File: src/rtl/concat_repl_stream.sv
// Flow-controlled concat/replicate packer: each accepted {a,b} word is packed
// into {cat, rep_a, rep_b} and buffered in a DEPTH-entry FIFO toward the sink.
module concat_repl_stream #(
    parameter int unsigned A_W     = 4,
    parameter int unsigned B_W     = 2,
    parameter int unsigned CAT_PAD = 2,
    parameter int unsigned REP_A   = 1,
    parameter int unsigned REP_B   = 3,
    parameter int unsigned DEPTH   = 2,
    parameter int unsigned IN_W    = A_W + B_W,
    parameter int unsigned CAT_W   = A_W + B_W + CAT_PAD,
    parameter int unsigned OUT_W   = CAT_W + REP_A * A_W + REP_B * B_W,
    parameter int unsigned LVL_W   = $clog2(DEPTH + 1)
) (
    input  logic             clk,
    input  logic             rst_n,
    input  logic             in_valid,
    output logic             in_ready,
    input  logic [IN_W-1:0]  in_flat,
    input  logic             in_swap,
    output logic             out_valid,
    input  logic             out_ready,
    output logic [OUT_W-1:0] out_flat,
    output logic [LVL_W-1:0] level,
    output logic [15:0]      xfer_cnt
);

    localparam int unsigned PTR_W = (DEPTH > 1) ? $clog2(DEPTH) : 1;

    logic [A_W-1:0]   a;
    logic [B_W-1:0]   b;
    logic [CAT_W-1:0] cat;
    logic [OUT_W-1:0] packed_word;

    logic [OUT_W-1:0] mem [DEPTH];
    logic [PTR_W-1:0] rd_ptr, wr_ptr, rd_ptr_next, wr_ptr_next;
    logic [LVL_W-1:0] level_next;
    logic [OUT_W-1:0] head_next;
    logic             alive;
    logic             push, pop;

    always_comb begin
        a           = in_flat[IN_W-1:B_W];
        b           = in_flat[B_W-1:0];
        cat         = in_swap ? CAT_W'({b, a}) : CAT_W'({a, b});
        packed_word = {cat, {REP_A{a}}, {REP_B{b}}};
    end

    assign in_ready = alive && (level < LVL_W'(DEPTH));
    assign push     = in_valid && in_ready;
    assign pop      = out_valid && out_ready;

    // The head register is loaded with next cycle's head so out_flat stays a
    // flop; a push lands directly at the head when it writes the slot rd_ptr moves to.
    always_comb begin
        rd_ptr_next = pop  ? rd_ptr + PTR_W'(1) : rd_ptr;
        wr_ptr_next = push ? wr_ptr + PTR_W'(1) : wr_ptr;
        level_next  = level;
        if (push && !pop)
            level_next = level + LVL_W'(1);
        else if (pop && !push)
            level_next = level - LVL_W'(1);
        head_next = '0;
        if (level_next != '0) begin
            if (push && (wr_ptr == rd_ptr_next))
                head_next = packed_word;
            else
                head_next = mem[rd_ptr_next];
        end
    end

    always_ff @(posedge clk) begin
        if (push)
            mem[wr_ptr] <= packed_word;
    end

    always_ff @(posedge clk or negedge rst_n) begin
        if (!rst_n) begin
            alive     <= 1'b0;
            rd_ptr    <= '0;
            wr_ptr    <= '0;
            level     <= '0;
            out_valid <= 1'b0;
            out_flat  <= '0;
            xfer_cnt  <= '0;
        end else begin
            alive     <= 1'b1;
            rd_ptr    <= rd_ptr_next;
            wr_ptr    <= wr_ptr_next;
            level     <= level_next;
            out_valid <= (level_next != '0);
            out_flat  <= head_next;
            if (pop)
                xfer_cnt <= xfer_cnt + 16'd1;
        end
    end

endmodule
File: config.mk
export PLATFORM = sky130hd
export DESIGN_NAME = concat_repl_stream
export DESIGN_NICKNAME = d
export VERILOG_FILES = /design/src/rtl/concat_repl_stream.sv
export SDC_FILE = /design/constraint.sdc
export NUM_CORES = 1
export LEC_CHECK = 0
export ABC_AREA = 1
export CORE_UTILIZATION = 47
export DETAILED_ROUTE_END_ITERATION = 8
export PLACE_DENSITY = 0.83
export SLEW_MARGIN = 25
export SYNTH_ARGS = -nofsm -noshare
export SYNTH_HDL_FRONTEND = slang
export SYNTH_SLANG_ARGS = --single-unit
export TNS_END_PERCENT = 1
File: constraint.sdc
create_clock -name clk -period 1.55 [get_ports clk]
set_input_delay 0.31 -clock clk [delete_from_list [all_inputs] [get_ports clk]]
set_output_delay 0.31 -clock clk [all_outputs]
set_load 0.02 [all_outputs]
## Word level (Yosys, flattened, before mapping)

Memory sizes are Yosys's and may differ from the RTL's.
Index checks and enable logic that the tools add are counted.

- Register bits: 40
- RAM bits: 32
- Input port bits: 11
- Output and inout bits: 38
- Word-level logic and storage cells: 32
- Memories kept: 1

- Add/subtract/negate cells: 5
- Order comparisons: 1
- Equality and inequality tests: 1
- Muxes and demuxes: 8
- Reduce and logical (&&, ||, !) cells: 9

Memory list:

| memory | words | width | rd ports | clocked after Yosys merged registers in | wr ports | line | source |
|---|---|---|---|---|---|---|---|
| mem | 2 | 16 | 1 | 0 | 1 | 35 | `logic [OUT_W-1:0] mem [DEPTH];` |

Operators by type and width:

| kind | number |
|---|---|
| $mux 18 | 2 |
| $add 16x1->16 const B | 1 |
| $logic_and 1x1->1 | 6 |
| $mux 6 | 1 |
| $mux 2 | 2 |
| $mux 1 | 3 |
| $add 1x1->1 const B | 2 |
| $add 2x1->2 const B | 1 |
| $logic_not 1->1 | 2 |
| $lt 2x2->1 const B | 1 |
| $reduce_bool 2->1 | 1 |
| $sub 2x1->2 const B | 1 |
| $eq 1x1->1 | 1 |

## Longest topological paths before layout

- Word-level depth: 9
- Depth in mapped cells: 11
- Gate-level depth less buffers: 10

## Least setup slack after synthesis

Ideal clock, no wire load.

- Path kind: register to register
- From: register level[1]
- To: memory mem[0][10] in the netlist's numbering, enable pin
- Data arrival time: 1.255 ns
- Slack: -0.085 ns
- Stages on the path, launching flop included: 4
- Buffers on the path: 0
- Cells stage by stage: dfrtp_1 inv_2 nand3_2 nor2_1

- Cells in the longest elaborated chain, start to end: 5

RTL lines:

| what | line | source |
|---|---|---|
| start, declared | 24 | `output logic [LVL_W-1:0] level,` |
| start signal, assigned | 90 | `level <= level_next;` |
| $lt 2x2->1 | 49 | `assign in_ready = alive && (level < LVL_W'(DEPTH));` |
| $logic_and 1x1->1 | 49 |  |
| $logic_and 1x1->1 | 50 | `assign push = in_valid && in_ready;` |
| $mux 1 | 73 | `if (push)` |
| $mux 1 (not written as such) | 74 | `mem[wr_ptr] <= packed_word;` |
| end, declared | 35 |  |

Every way passes these cells.

## Worst setup path in the final report

- From: register level[1]
- To: output port in_ready

- Cells in the longest elaborated chain, start to end: 2

RTL lines:

| what | line | source |
|---|---|---|
| $lt 2x2->1 | 49 |  |
| $logic_and 1x1->1 | 49 |  |
| end, declared | 18 | `output logic in_ready,` |

Every way passes these cells.

==> results.md <==
- CTS root buffer: clkbuf_8
- Leakage power: approximately 0.0019 uW
- Sequential area share after synthesis: 0.5595
- Setup-failing EPs final: 0
- First-pass GRT wire length: 9.701 mm
- Switching part of the total: 0.3961
- CP Data Arrival Time: 1.18 ns
- VDD IR max: 0.0009361 V
- GRT Util Overall: 0.2060
- Reg2Reg Launch Point: level[1]$_DFF_PN0_
- CP max stage cell: dfrtp_1
- Critical path endpoint: in_ready
- Post-route DRC: 0
- Power share of the combinational group: 0.413
- Die width: between 70 and 80 um
- CTS Hold Bufs: 0
- Largest net degree at the start of global routing: 35
- Synth warnings: 0
- Asr flop ratio synth: 0.5862
- Total wire length: ~5.6 mm
- Top cells by count, synth: nand2_1 (101), inv_1 (46), dfrtp_1 (34)
- Core box area: approximately 5600 um^2
- Avg Cell Area, Syn: approximately 9 um^2
- Pre-antenna DRT Iters: 4
- Worst r2r dst: out_flat[6]$_DFF_PN0_
- R2R Setup Slk: 0.14 ns
- Worst EP required: 1.24 ns
- CP startpoint kind: flip-flop
- Sink Count: 58
- Overflow after GRT: 0
- CP max stage delay: between 0.4 and 0.5 ns
- Main synth FF type: dfrtp_1
- Rows: 27
- Die Y: 79.31 um
- Clk slew on worst S/H paths: about 0.06 ns
- Status: finished clean
- CP Launch Point: level[1]$_DFF_PN0_
- Top post-synthesis cells by area: dfrtp_1 (30%), edfxtp_1 (26%), nand2_1 (13%)
- Final Wtd Congestion: roughly 0.8
- Clock period minus worst slack: roughly 1.5 ns
- CTS buffer count: 9
- Achievable clock frequency: around 670 MHz
- Vias in the first global route: approximately 2100
- Fin crit share: 0.9591
- Int Pwr: between 3000 and 4000 uW
- Register share of total power: 0.363
- RSZ-0062 raised after global routing: false
- DR WL/cell: 12.04 um
- Iteration-0 DRC Markers: approximately 140
- Power, Total: a little over 6000 uW
- Netlist cell types: 27
- Post-Syn Area: around 2800 um^2
- Setup crit end kind: output port
- H-tree levels: 3
- Worst r2r path cells: 9
- Clk pwr share: 0.224
- Crit path cell chain: nor2_1, clkdlybuf4s15_1
- Worst Path Max Fanout: 5
- N_diodes: 0
- Worst skew pair latency: around 0.34 ns
- EDFF count, synth: 24
- Hold Fails Final Rpt: 0
- Final Cell Area: 3628 um^2
- Maxcap violations: 0
- Post-route ant nets: 0
- Clock Path Buffers: 2
- Worst hold path type: in -> async
- Max-slew violation count: 0
- Top cell type's share of synthesized area: 0.3029
- Port buffer count: 46
- Nets: 400
- CTS tree: built
- Layout cell share with drive strength beyond 1: 0.1399
- Via count: about 2200
- P_sw: about 2400 uW
- Dpl cell area: roughly 3500 um^2
- Most frequent cell after synthesis: nand2_1
- Count of mapped cells out of synthesis: 320
- Area leader, netlist: dfrtp_1
- Die footprint: 6289 um^2
- Worst clock skew: 0.005528 ns
- Levels on crit path: 2
- Setup CP Type: reg -> out
- Layout area overhead: 29.18%
- Fill cells: about 470
- Top delay family on crit path: flip-flops
- Vias per inst: approximately 4.8
- I/O Pins: just under 50
- Synth Register Bits: 58
- Initial Util: 0.4979
- PwrDens: roughly 1700 nW/um^2
- Antenna violations before repair: 0
- CP Buf/Inv Count: 1
- Detailed-placement wirelength estimate: 4.074 mm
[cell families (layout without fill, tap and decap cells)]
group,after synthesis,after routing,share of synthesized area
buf+inv,64,136,0.1047
flops,58,58,0.5595
simple gates,164,164,0.2593
xor+xnor,10,10,0.03118
compound gates,21,21,0.03831
fa+ha+maj,1,1,0.004454
other cells,2,3,0.002674
[flip-flops by register name (all words and copies together) (netlist names)]
signal and cells:
xfer_cnt 16, rd_ptr 1, alive 1, wr_ptr 1, out_valid 1, mem 24
out_flat 12, level 2
[how the worst min path moves through the flow]
stage                                  startpoint                 endpoint  slack [ns]  cells past startpoint
after floorplan                             rst_n          alive$_DFF_PN0_        0.01                      0
after global placement    xfer_cnt[5]$_DFFE_PN0P_  xfer_cnt[5]$_DFFE_PN0P_        0.51                      1
after detailed placement  xfer_cnt[5]$_DFFE_PN0P_  xfer_cnt[5]$_DFFE_PN0P_        0.51                      1
after global routing                        rst_n  xfer_cnt[1]$_DFFE_PN0P_        0.36                      2
final                                       rst_n  xfer_cnt[1]$_DFFE_PN0P_        0.34                      2
after CTS                                   rst_n  xfer_cnt[9]$_DFFE_PN0P_        0.34                      2
[repair_timing]
item | in CTS | in global routing
resized for setup | 36 | 9
gates cloned | 0 | 0
buffers inserted | 0 | 1
pin swaps | 0 | 1
setup endpoints to repair | 36 | 11
[layer usage]
layer | track usage | part of all wire
met5 | 0 | 0
met3 | 0.05287 | 0.049
met2 | 0.3448 | 0.52
met4 | 0.1000 | 0.016
met1 | 0.2459 | 0.42
[final cells by class]
type                       count  area, um^2  area share
sequential                    58        1572      0.4331
clock inverter                 3       38.79     0.01069
inverter                      50       187.7     0.05172
timing repair buffer          70       624.3      0.1721
tap                           72       90.09     0.02483
multi-input combinational    199       967.2      0.2666
clock buffer                  13       148.9     0.04103
[layout by cell type (no fill, tap or decap), drive strengths merged]
cell / instances
ha: 1
nand2: 108
xor2: 4
clkbuf: 13
nor3: 1
a21oi: 2
conb: 3
clkdlybuf4s50: 9
inv: 50
clkinv: 2
buf: 24
nor2: 27
dfrtp: 34
nand3: 24
edfxtp: 24
o21ai: 18
clkdlybuf4s15: 1
nand3b: 1
xnor2: 6
dlymetal6s2s: 1
nand4: 3
bufinv: 1
dlygate4sd2: 35
o21bai: 1
[power by group through the flow]
stage / clock, uW / combinational [uW] / sequential, uW
finish: 1350 / 2500 / 2200
global route: 1450 / 2800 / 2240
CTS: 1390 / 2480 / 2200
detailed placement: 0 / 2690 / 2240
global placement: 0 / 2610 / 2230
floorplan: 0 / 1450 / 2510
[stage by stage]
stage,TNS (ns),setup WS (ns),util,std cells,hold slack (ns)
after floorplan,-2.043,-0.08511,-,321,0.01441
after CTS,0,0.02198,0.6376,464,0.3417
final,0,0.06336,0.6432,465,0.3441
after global routing,0,0.007867,0.6432,465,0.3602
after detailed placement,-7.381,-0.2849,0.6123,448,0.5096
after global placement,-5.301,-0.2124,0.6123,448,0.5081
(Power assumes the default switching activity.)
